<file path="src/rtl/pcie_tx_tlp_arbiter.sv">
`default_nettype none
// ============================================================================
// Module   : pcie_tx_tlp_arbiter
// Brief    : Credit-gated round-robin arbiter granting whole TLPs from the
//            P / NP / CPL sources onto the single TX beat path.
// Revision : 1.0 - initial release
// ============================================================================
module pcie_tx_tlp_arbiter #(
    parameter int DATA_WIDTH   = 256,
    parameter int CREDIT_WIDTH = 12,
    parameter int COST_WIDTH   = 8
) (
    input  logic                      clk,
    input  logic                      rst,
    input  logic [2:0]                req_valid,
    output logic [2:0]                req_ready,
    input  logic [3*DATA_WIDTH-1:0]   req_data,
    input  logic [2:0]                req_eop,
    input  logic [3*COST_WIDTH-1:0]   req_cost,
    output logic                      tx_valid,
    input  logic                      tx_ready,
    output logic [DATA_WIDTH-1:0]     tx_data,
    output logic                      tx_sop,
    output logic                      tx_eop,
    output logic [1:0]                tx_class,
    input  logic                      crd_init_valid,
    input  logic [3*CREDIT_WIDTH-1:0] crd_init,
    input  logic [2:0]                crd_ret_valid,
    input  logic [3*CREDIT_WIDTH-1:0] crd_ret,
    output logic [3*CREDIT_WIDTH-1:0] crd_avail
);

    localparam int                c_num_cls = 3;
    localparam logic [CREDIT_WIDTH:0] c_crd_max = {1'b0, {CREDIT_WIDTH{1'b1}}};

    typedef enum logic [0:0] {
        ST_IDLE = 1'b0,
        ST_XFER = 1'b1
    } state_t;

    state_t r_state;
    state_t w_state_nxt;

    logic [1:0]                                 r_grant;
    logic [1:0]                                 r_rr_ptr;
    logic                                       r_sop;
    logic                                       r_init_done;
    logic [c_num_cls-1:0]                       r_inf;
    logic [c_num_cls-1:0][CREDIT_WIDTH-1:0]     r_crd;

    logic [c_num_cls-1:0][CREDIT_WIDTH:0]       w_cost_ext;
    logic [c_num_cls-1:0][CREDIT_WIDTH:0]       w_sum;
    logic [c_num_cls-1:0][CREDIT_WIDTH-1:0]     w_crd_nxt;
    logic [c_num_cls-1:0]                       w_elig;
    logic                                       w_any;
    logic [1:0]                                 w_pick;
    logic [1:0]                                 w_idx;
    logic                                       w_grant_fire;
    logic                                       w_hs;
    logic [DATA_WIDTH-1:0]                      w_sel_data;

    // (base + off) mod 3 for 2-bit class indices
    function automatic logic [1:0] f_rr_idx(input logic [1:0] base, input logic [1:0] off);
        logic [2:0] s;
        s = {1'b0, base} + {1'b0, off};
        if (s >= 3'd3) s = s - 3'd3;
        return s[1:0];
    endfunction

    always_comb begin
        w_cost_ext = '0;
        w_elig     = '0;
        for (int i = 0; i < c_num_cls; i++) begin
            w_cost_ext[i] = (CREDIT_WIDTH+1)'(req_cost[i*COST_WIDTH +: COST_WIDTH]);
            w_elig[i]     = req_valid[i] & r_init_done &
                            (r_inf[i] | ({1'b0, r_crd[i]} >= w_cost_ext[i]));
        end
    end

    always_comb begin
        w_any  = 1'b0;
        w_pick = 2'd0;
        w_idx  = 2'd0;
        for (int k = 0; k < c_num_cls; k++) begin
            w_idx = f_rr_idx(r_rr_ptr, 2'(k));
            if (!w_any && w_elig[w_idx]) begin
                w_any  = 1'b1;
                w_pick = w_idx;
            end
        end
    end

    always_comb begin
        case (r_grant)
            2'd0:    w_sel_data = req_data[0*DATA_WIDTH +: DATA_WIDTH];
            2'd1:    w_sel_data = req_data[1*DATA_WIDTH +: DATA_WIDTH];
            default: w_sel_data = req_data[2*DATA_WIDTH +: DATA_WIDTH];
        endcase
    end

    always_comb begin
        w_state_nxt  = r_state;
        w_grant_fire = 1'b0;
        w_hs         = 1'b0;
        req_ready    = '0;
        tx_valid     = 1'b0;
        tx_data      = '0;
        tx_sop       = 1'b0;
        tx_eop       = 1'b0;
        tx_class     = 2'd0;
        case (r_state)
            ST_IDLE: begin
                if (w_any) begin
                    w_grant_fire = 1'b1;
                    w_state_nxt  = ST_XFER;
                end
            end
            ST_XFER: begin
                tx_valid           = req_valid[r_grant];
                tx_data            = w_sel_data;
                req_ready[r_grant] = tx_ready;
                tx_sop             = r_sop;
                tx_eop             = req_eop[r_grant];
                tx_class           = r_grant;
                w_hs               = req_valid[r_grant] & tx_ready;
                if (w_hs && req_eop[r_grant]) w_state_nxt = ST_IDLE;
            end
            default: w_state_nxt = ST_IDLE;
        endcase
    end

    always_ff @(posedge clk) begin
        if (rst) begin
            r_state  <= ST_IDLE;
            r_grant  <= 2'd0;
            r_rr_ptr <= 2'd0;
            r_sop    <= 1'b0;
        end else begin
            r_state <= w_state_nxt;
            if (w_grant_fire) begin
                r_grant  <= w_pick;
                r_rr_ptr <= f_rr_idx(w_pick, 2'd1);
                r_sop    <= 1'b1;
            end else if (w_hs) begin
                r_sop <= 1'b0;
            end
        end
    end

    // Deduct only ever follows a successful eligibility check, so cur - deduct never underflows
    always_comb begin
        w_sum     = '0;
        w_crd_nxt = '0;
        for (int i = 0; i < c_num_cls; i++) begin
            w_sum[i] = {1'b0, r_crd[i]};
            if (w_grant_fire && (w_pick == 2'(i)) && !r_inf[i])
                w_sum[i] = w_sum[i] - w_cost_ext[i];
            if (crd_ret_valid[i] && !r_inf[i])
                w_sum[i] = w_sum[i] + {1'b0, crd_ret[i*CREDIT_WIDTH +: CREDIT_WIDTH]};
            w_crd_nxt[i] = (w_sum[i] > c_crd_max) ? {CREDIT_WIDTH{1'b1}}
                                                  : w_sum[i][CREDIT_WIDTH-1:0];
        end
    end

    always_ff @(posedge clk) begin
        if (rst) begin
            r_crd       <= '0;
            r_inf       <= '0;
            r_init_done <= 1'b0;
        end else if (crd_init_valid) begin
            for (int i = 0; i < c_num_cls; i++) begin
                r_crd[i] <= crd_init[i*CREDIT_WIDTH +: CREDIT_WIDTH];
                r_inf[i] <= (crd_init[i*CREDIT_WIDTH +: CREDIT_WIDTH] == '0);
            end
            r_init_done <= 1'b1;
        end else begin
            r_crd <= w_crd_nxt;
        end
    end

    assign crd_avail = r_crd;

endmodule
`default_nettype wire

</file>
<file path="config.mk">
export PLATFORM = sky130hd
export DESIGN_NAME = pcie_tx_tlp_arbiter
export DESIGN_NICKNAME = d
export VERILOG_FILES = /design/src/rtl/pcie_tx_tlp_arbiter.sv
export SDC_FILE = /design/constraint.sdc
export NUM_CORES = 1
export LEC_CHECK = 0
export CAP_MARGIN = 20
export CORE_AREA = 2 2 463 465
export CTS_CLUSTER_SIZE = 40
export DETAILED_ROUTE_END_ITERATION = 10
export DIE_AREA = 0 0 465 467
export HOLD_SLACK_MARGIN = 0.12
export PLACE_DENSITY = 0.36
export SLEW_MARGIN = 20
export SYNTH_ARGS = -nofsm -noshare
export SYNTH_HDL_FRONTEND = slang
export SYNTH_SLANG_ARGS = --single-unit
</file>
<file path="constraint.sdc">
create_clock -name clk -period 7.3 [get_ports clk]
set_input_delay 0.73 -clock clk [delete_from_list [all_inputs] [get_ports clk]]
set_output_delay 0.73 -clock clk [all_outputs]
set_load 0.01 [all_outputs]
</file>
# ---- Word-level counts from Yosys, hierarchy flattened
# Cells that the tools add are included.
dict set report totals {
  word_cells 122
  reg_bits 46
  out_inout_bits 300
}
dict set report classes {
  n_addsub 13
  eq_ne 3
  bitwise_logic 12
  magnitude_cmp 15
  n_mux 46
  reduce_logical 24
}
# operator count
set op_table {}
lappend op_table {{$pmux 256 s2} 1}
lappend op_table {{$mux 256} 1}
lappend op_table {{$mux 13} 6}
lappend op_table {{$add 13x12->13} 3}
lappend op_table {{$gt 13x12->1 const B} 3}
lappend op_table {{$sub 12x8->13} 3}
lappend op_table {{$ge 12x8->1} 3}
lappend op_table {{$logic_not 12->1} 3}
lappend op_table {{$mux 12} 3}
lappend op_table {{$mux 36} 1}
lappend op_table {{$mux 1} 18}
lappend op_table {{$mux 2} 8}
lappend op_table {{$logic_and 1x1->1} 13}
lappend op_table {{$lt 2x3->1 const B} 4}
lappend op_table {{$bmux 1 s2} 5}
lappend op_table {{$ge 3x2->1 const B} 3}
lappend op_table {{$sub 2x2->2 const B} 4}
lappend op_table {{$and 1x1->1} 7}
lappend op_table {{$add 2x1->3 const B} 2}
lappend op_table {{$logic_not 1->1} 5}
lappend op_table {{$eq 2x1->1 const B} 2}
lappend op_table {{$logic_not 2->1} 2}
lappend op_table {{$add 2x2->3 const B} 1}
lappend op_table {{$and 3x3->3} 1}
lappend op_table {{9 further kinds} 11}

# ---- Depth between registers and ports, before layout
# Gate-level depths: netlist (run 1).
dict set report depth {
  word_depth 22
  ltp_mapped 30
}

# ---- Worst setup path after synthesis (run 1)
# OpenSTA, ideal clock, no wires.
dict set report synth_timing {
  path_kind {in2reg}
  from {input req_cost[2]}
  to {register r_crd, in the netlist crd_avail[4]}
  path_stages 30
  t_required_ns 7.154
  path_buffers 3
  arrival_time_ns 6.074
  setup_ns 0.146
  path_slack_ns 1.081
  path_cell_list {inv_1 > ha_1 > o21a_1 > o31a_1 > o21ai_0 > nand3b_1 > nand2_1 > maj3_1 > o221a_2 > inv_1 > ha_1 > nand2_1 > a211oi_1 > clkbuf_1 > nand2_1 > clkbuf_1 > a21boi_0 > ha_1 > inv_1 > fa_1 > nor2b_1 > o21ai_0 > a21oi_1 > o21ai_0 > a211o_1 > o211a_1 > or3_1 > mux2i_1 > clkbuf_1 > a41oi_1}
}
dict set report synth_between {
  elab_cells_between_ends 31
  cone_classes {add/sub (2); order compare (2); mux (18); bitwise (2); reduce/logical (7)}
}
# element line_no
set synth_rtl {}
lappend synth_rtl {{start, declared} 19} ;# input logic [3*COST_WIDTH-1:0] req_cost,
lappend synth_rtl {{$ge 12x8->1 (*)} 76} ;# (r_inf[i] | ({1'b0, r_crd[i]} >= w_cost_ext[i]));
lappend synth_rtl {{$or 1x1->1 (*)} 76}
lappend synth_rtl {{$and 1x1->1 (*)} 75} ;# w_elig[i] = req_valid[i] & r_init_done &
lappend synth_rtl {{$bmux 1 s2} 86} ;# if (!w_any && w_elig[w_idx]) begin
lappend synth_rtl {{$mux 1 (not written as such)} 86}
lappend synth_rtl {{$mux 1} 86}
lappend synth_rtl {{$logic_not 1->1} 86}
lappend synth_rtl {{$logic_and 1x1->1} 86}
lappend synth_rtl {{[4 not listed]} -}
lappend synth_rtl {{net w_pick[0]} 56} ;# logic [1:0] w_pick;
lappend synth_rtl {{$logic_not 2->1 (*)} 156} ;# if (w_grant_fire && (w_pick == 2'(i)) && !r_inf[i])
lappend synth_rtl {{$logic_and 1x1->1 (*) (2 in a row)} 156}
lappend synth_rtl {{$mux 13 (*)} 156}
lappend synth_rtl {{$add 13x12->13} 159} ;# w_sum[i] = w_sum[i] + {1'b0, crd_ret[i*CREDIT_WIDTH +: CREDIT_WIDTH]};
lappend synth_rtl {{$mux 13 (*)} 158} ;# if (crd_ret_valid[i] && !r_inf[i])
lappend synth_rtl {{$gt 13x12->1} 160} ;# w_crd_nxt[i] = (w_sum[i] > c_crd_max) ? {CREDIT_WIDTH{1'b1}}
lappend synth_rtl {{$mux 12 (*)} 160}
lappend synth_rtl {{$mux 36 (*)} 170} ;# end else if (crd_init_valid) begin
lappend synth_rtl {{end signal, assigned by index} 172} ;# r_crd[i] <= crd_init[i*CREDIT_WIDTH +: CREDIT_WIDTH];
lappend synth_rtl {{end signal, assigned} 177} ;# r_crd <= w_crd_nxt;
lappend synth_rtl {{end, declared} 49} ;# logic [c_num_cls-1:0][CREDIT_WIDTH-1:0] r_crd;
# The timed path passes the listed nets; every way through them passes the cells marked *. The select of a mux whose other input is x is not followed.
# A chain may end at the register's enable or synchronous reset.

# ---- Worst setup path after layout (run 1)
dict set report layout_timing {
  from {input req_cost[6]}
  to {register r_crd, in the netlist crd_avail[15]}
}
dict set report layout_between {
  elab_cells_between_ends 30
  cone_classes {add/sub (1); order compare (2); eq/ne (1); mux (18); bitwise (2); reduce/logical (6)}
}
# element line_no
set layout_rtl {}
lappend layout_rtl {{$ge 12x8->1 (*)} 76}
lappend layout_rtl {{$or 1x1->1 (*)} 76}
lappend layout_rtl {{$and 1x1->1 (*)} 75}
lappend layout_rtl {{$bmux 1 s2} 86}
lappend layout_rtl {{$mux 1 (not written as such)} 86}
lappend layout_rtl {{$mux 1} 86}
lappend layout_rtl {{$logic_not 1->1} 86}
lappend layout_rtl {{$logic_and 1x1->1} 86}
lappend layout_rtl {{[4 not listed]} -}
lappend layout_rtl {{net w_pick[0]} 56}
lappend layout_rtl {{$eq 2x1->1 (*)} 156}
lappend layout_rtl {{$logic_and 1x1->1 (*) (2 in a row)} 156}
lappend layout_rtl {{$mux 13 (*)} 156}
lappend layout_rtl {{$add 13x12->13} 159}
lappend layout_rtl {{$mux 13 (*)} 158}
lappend layout_rtl {{$gt 13x12->1} 160}
lappend layout_rtl {{$mux 12 (*)} 160}
lappend layout_rtl {{$mux 36 (*)} 170}
# Marks and branches as above.

==> flow_summary.yaml, run 1 <==
status:
  outcome: "completed"
worst_setup_path:
  rrSetupSlack_ns: 0.95
  path_common_cell: "ha_1"
  worstSetupEndpointType: "flop"
  crit_fanout: 4
  worstPathRequired_ns: 7.51
  reg2regPathDepth: 25
  worstSetupPathType: "input pin to flop"
  max_stage_delay_ns: 0.46
  startpoint_type: "input pin"
  slowest_stage: "clkdlybuf4s50_1"
  reg2reg_to: "crd_avail[15]"
  reg2reg_from: "crd_avail[6]"
  cp_data_arrival_time_ns: 7.01
power_and_ir_drop:
  p_per_area_nw_per_um2: 122.7
  ir_worst_vdd_v: 0.00009706
  power.leakage_nw: 9.110
  power_mw: 3.509
timing:
  fin_setup_tns_ns: 0
  hold_viol: 0
  fin_crit_ns: 6.801
  fmax_mhz: 147.0
  worst_pin_slew_ns: 1.163
  finalCritPeriodShare_pct: 93.16
  rsz0062_at_grt: "false"
  relSlewSlack_pct: 21.64
  finalSetupViolCount: 0
  fin_hold_ws_ns: 0.4570
  drv_slew: 0
  fin_skew_ns: 0.01756
  setup_slack_ns: 0.4993
floorplanning:
  num_rows: 169
  fp.dieArea_um2: 217200
  ios: 1177
  initial_core_util_pct: 6.108
  die_y_um: 467
  core_um2: 211700
  die_w_um: 465
hold_path:
  hold_path.class: "flop to flop"
  hold_depth: 2
  min_to: "r_sop"
  hold_start: "r_sop"
yosys:
  syn_inst: 1983
  ys_ff_latch: 46
  synth_top_flop_cell: "dfxtp_1"
  ys_types: 69
  synth_warnings: 0
  ys_seq_area_share_pct: 7.123
  synth.cell_area_um2: 12930
  syn_avg_cell_area_um2: 6.519
  synth_edf_count: 0
  syn_nets: 2932
  async_reset_ff_share_pct: 0
cells_and_area:
  final_cell_mix: "clkdlybuf4s50_1, o21ai_0, nand2_1, and2_1, mux2i_1"
  stdcell_area_um2: 28590
  post-route-util_pct: 13.51
  drive_gt1_share_pct: 3.380
  fin_cells: 5967
  area_growth_pct: 121.2
  num-nets-final: 4025
  mostFrequentLayoutCell: "clkdlybuf4s50_1"
clocking:
  cts_buffers: 5
  post_cts_resized: 0
  ctsHoldBuffers: 0
  post_cts_buffers: 0
  cts_tree: "done"
  cts_sinks: 46
  clk_pin_slew_worst_paths_ns: 0.08
  root_buffer: "clkbuf_16"
  clock_latency_ns: 0.31
  h-tree-depth: 2
  clk_path_buf_depth: 2
drt:
  totalWireLength_um: 192200
  dr.pass1.iters: 5
  drc_errors: 0
  ant_nets: 0
  vias: 20520
  drtIter0Drc: 1507
  viasPerCell: 3.439
  routedWlPerCell_um: 32.21
job:
  drv_cap: 0
global_routing:
  antenna_found_initial: 204
  grtUsageTotal_pct: 16.76
  grt_max_degree: 188
  grt_pass1_vias: 20160
  grt_pass1_wl_um: 234400
  overflow: 0
placed_design:
  dp_hpwl_um: 174300
  pre_cts_ws_ns: 0.1169
  finalWeightedCongestion: 0.9671
  dp.cells: 5889
  portBuffers: 1176
  dpl_cell_area_um2: 28210
[kinds of logic after synthesis]
| group | after synthesis | synth area share, % |
|---|---|---|
| flops | 46 | 7.123 |
| mux | 265 | 20.53 |
| simple gates | 826 | 32.35 |
| buf+inv | 210 | 6.117 |
| xor+xnor | 39 | 2.642 |
| fa+ha+maj | 73 | 7.395 |
| compound gates | 524 | 23.85 |
[cell usage after synthesis (10+ instances only)]
library cell / instances / area [um2]
nor4_1: 12 / 75.07
o221a_2: 10 / 112.6
o21ai_0: 327 / 1637
clkbuf_1: 123 / 461.7
buf_1: 25 / 93.84
a21o_1: 15 / 112.6
o21a_1: 16 / 120.1
nor3_1: 27 / 135.1
nand3_1: 28 / 140.1
dfxtp_1: 46 / 920.9
a31oi_1: 31 / 193.9
inv_1: 60 / 225.2
nand2_1: 324 / 1216
or3_1: 15 / 93.84
and2_1: 269 / 1683
nor2b_1: 20 / 125.1
nor2_1: 69 / 259.0
xnor2_1: 30 / 262.8
mux2i_1: 264 / 2643
a21oi_1: 48 / 240.2
ha_1: 66 / 825.8
[layer usage]
metal  vias up  track usage (%)  part of all wire (%)
li1       9244                -                     -
met1      9713            18.99                    38
met2      1132            28.49                    48
met3       314            7.347                    11
met4       116            4.447                   2.9
met5         -                0                  0.38
[worst max-delay path by stage]
stage                                to  slack (ns)  cells after the start   startpoint
final                     crd_avail[15]        0.50                     27  req_cost[6]
after global routing      crd_avail[15]        0.05                     27  req_cost[6]
after CTS                 crd_avail[15]        0.41                     27  req_cost[6]
after detailed placement  crd_avail[15]        0.12                     27  req_cost[6]
after global placement    crd_avail[15]        0.16                     27  req_cost[6]
after floorplan            crd_avail[4]        1.08                     30  req_cost[2]
[final cells by class]
type                    count  area, um2
diodes                     69      172.7
clock buffers               8      157.7
fillers                 24490     183100
inverters                  60      225.2
multi-input cells        1727      11250
flip-flops and latches     46      932.1
well taps                2821       3530
repair buffers           1236      12330
[state kept, by name (all words and copies together) (netlist names)]
| name | flops |
|---|---|
| r_sop | 1 |
| r_rr_ptr | 2 |
| crd_avail | 36 |
| r_grant | 2 |
| r_state | 1 |
| r_init_done | 1 |
| r_inf | 3 |
[power breakdown]
group	internal (mW)	leakage [nW]	switching (mW)	total, mW
clock	0.149	0.0767	0.120	0.269
combinational	1.35	8.65	1.52	2.87
sequential	0.285	0.385	0.0825	0.368
total	1.78	9.11	1.72	3.51
[worst max-delay path, delay by kind of cell]
family	cells	cell delay (ns)
AOI/OAI and AO/OA	11	2.60
adders and majority gates	5	1.28
buffers and inverters	3	0.56
and+or+nand+nor	8	1.83
No activity file was read; power rests on OpenSTA's default activity.
==> run 2: changes to the inputs <==
Settings changed: ABC_AREA from default to 1.
==> run 2 against run 1 <==
Against the previous run: clock-buffer cell count shrank 1; clock power grew 13%; wire length grew 10%; synthesized area shrank 0.25%; combinational power grew to 2.7 times the previous value; die area is the same; cell count grew 11%; via count grew 9.7%; maximum frequency grew 6.6%.
==> flow_summary.yaml, run 2 <==
status:
  outcome: "completed"
power_and_ir_drop:
  p_per_area_nw_per_um2: 301.8
  ir_worst_vdd_v: 0.0001083
  seqPwrFrac_pct: 5.9
  p_clk_share_pct: 3.6
  power.share.switching_pct: 62.99
  power_frac_comb_pct: 90.5
  p_int_mw: 3.148
  p_sw_mw: 5.358
  power_mw: 8.506
  power.leakage_nw: 13.17
clocking:
  clk_path_buf_depth: 2
  post_cts_resized: 0
  cts_tree: "done"
  h-tree-depth: 2
  ctsHoldBuffers: 0
  root_buffer: "clkbuf_16"
  cts_buffers: 5
  post_cts_buffers: 0
  clock_latency_ns: 0.30
  cts_sinks: 46
  clk_pin_slew_worst_paths_ns: 0.07
worst_setup_path:
  path_common_cell: "nand2_1"
  startpoint_type: "input pin"
  slowest_stage: "clkdlybuf4s50_1"
  max_stage_delay_ns: 0.53
  reg2reg_from: "crd_avail[25]"
  rrSetupSlack_ns: 1.43
  crit_fanout: 14
  worstSetupPathType: "input pin to flop"
  worstSetupEndpointType: "flop"
  reg2regPathDepth: 39
  reg2reg_to: "crd_avail[34]"
  cp_data_arrival_time_ns: 6.57
  worstPathRequired_ns: 7.49
timing:
  fin_skew_ns: 0.005871
  setup_slack_ns: 0.9230
  finalCritPeriodShare_pct: 87.36
  drv_slew: 0
  rsz0062_at_grt: "false"
  relSlewSlack_pct: 37.31
  fmax_mhz: 156.8
  hold_viol: 0
  finalSetupViolCount: 0
  fin_hold_ws_ns: 0.5073
  fin_crit_ns: 6.377
  fin_setup_tns_ns: 0
  worst_pin_slew_ns: 0.9403
hold_path:
  hold_depth: 2
  hold_path.class: "flop to flop"
  hold_start: "r_rr_ptr[1]"
  min_to: "r_rr_ptr[1]"
floorplanning:
  die_y_um: 467
  fp.dieArea_um2: 217200
  die_w_um: 465
  core_um2: 211700
  initial_core_util_pct: 6.092
  num_rows: 169
  ios: 1177
yosys:
  synth_mux_area_share_pct: 0
  syn_inst: 2717
  synth_top_family_by_area: "simple AND/OR/NAND/NOR gates"
  synth_top_area_share_pct: 36.56
  synth_compound_area_share_pct: 6.899
  synth_xor_area_share_pct: 2.921
  syn_nets: 3666
  synth_area_leader_cell: "nand2_1"
  syn_avg_cell_area_um2: 4.746
  synth_edf_count: 0
  ys_seq_area_share_pct: 7.141
  async_reset_ff_share_pct: 0
  synthSimpleGateAreaFrac_pct: 58.32
  synth_most_common_cell: "nand2_1"
  synthTopCellsByArea: "nand2_1, inv_1, nand3_1"
  ys_types: 41
  synthAdderAreaFrac_pct: 7.336
  synth_warnings: 0
  synth.cell_area_um2: 12890
  ys_ff_latch: 46
  synthTopCellsByCount: "nand2_1, inv_1, nand3_1"
  synth_top_flop_cell: "dfxtp_1"
placed_design:
  dp.cells: 6602
  pre_cts_ws_ns: 0.5895
  portBuffers: 1176
  finalWeightedCongestion: 0.8988
  dp_hpwl_um: 197300
global_routing:
  grt_pass1_wl_um: 257300
  grt_max_degree: 121
  overflow: 0
  grtUsageTotal_pct: 18.57
  grt_pass1_vias: 22500
  antenna_found_initial: 205
cells_and_area:
  largest_reg_flops: 36
  drive_gt1_share_pct: 2.323
  num-nets-final: 4737
  area_growth_pct: 118.6
  final_cell_mix: "nand2_1, clkdlybuf4s50_1, inv_1, nand3_1, nor2_1"
  mostFrequentLayoutCell: "nand2_1"
  fin_cells: 6635
drt:
  drtIter0Drc: 1403
  vias: 22520
  ant_nets: 0
  routedWlPerCell_um: 31.90
  viasPerCell: 3.394
  drc_errors: 0
  dr.pass1.iters: 5
  totalWireLength_um: 211700
job:
  drv_cap: 0
==> run 2: cell families after synthesis <==
kind of cell | count (synthesis)
AO/OA/AOI/OAI | 161
XOR/XNOR | 43
adder cells (fa/ha/maj) | 72
buffers and inverters | 584
flip-flops | 46
AND/OR/NAND/NOR | 1811
==> run 2: critical path, delay by kind of cell <==
family          cells  cell delay [ns]
simple gates       24             2.79
compound gates      6             0.88
fa+ha+maj           4             1.12
buf+inv             7             1.07
==> run 2: layout make-up <==
| class | count | area [um2] |
|---|---|---|
| diodes | 25 | 62.56 |
| clock inverters | 1 | 30.03 |
| inverters | 444 | 1667 |
| repair buffers | 1204 | 12060 |
| fillers | 25060 | 183500 |
| multi-input cells | 2087 | 9747 |
| flip-flops and latches | 46 | 928.4 |
| well taps | 2821 | 3530 |
| clock buffers | 7 | 163.9 |
==> run 2: metrics by stage <==
step,cell area (um2),util (%)
CTS,28120,13.29
floorplan,12890,-
detailed placement,27930,13.19
global route,28150,13.30
finish,28180,13.32
global placement,27930,13.19
==> run 2: per-layer routing <==
metal  GRT usage (%)  vias to the layer above  share of wire [%]
met2           37.59                     1074                 56
li1                -                    10450                  -
met5               0                        -               0.26
met1           16.52                    10550                 31
met4           2.991                       80                2.4
met3           8.881                      357                 11
==> run 2: how the worst max path moves through the flow <==
| stage | slack [ns] | endpoint | cells past startpoint | startpoint |
|---|---|---|---|---|
| after floorplan | 2.16 | crd_avail[24] | 40 | req_cost[20] |
| after global placement | 0.71 | crd_avail[31] | 40 | req_cost[23] |
| after detailed placement | 0.59 | crd_avail[34] | 40 | req_cost[23] |
| after CTS | 0.90 | crd_avail[34] | 40 | req_cost[23] |
| after global routing | 0.28 | crd_avail[24] | 40 | req_cost[23] |
| final | 0.92 | crd_avail[34] | 41 | req_cost[18] |
==> run 2: power groups by stage <==
stage	combinational, mW	clock, mW	sequential, mW
final	7.70	0.305	0.501
after floorplan	3.59	0	0.400
after global placement	7.99	0	0.525
after CTS	8.00	0.317	0.518
after detailed placement	7.97	0	0.522
after global routing	8.46	0.325	0.524
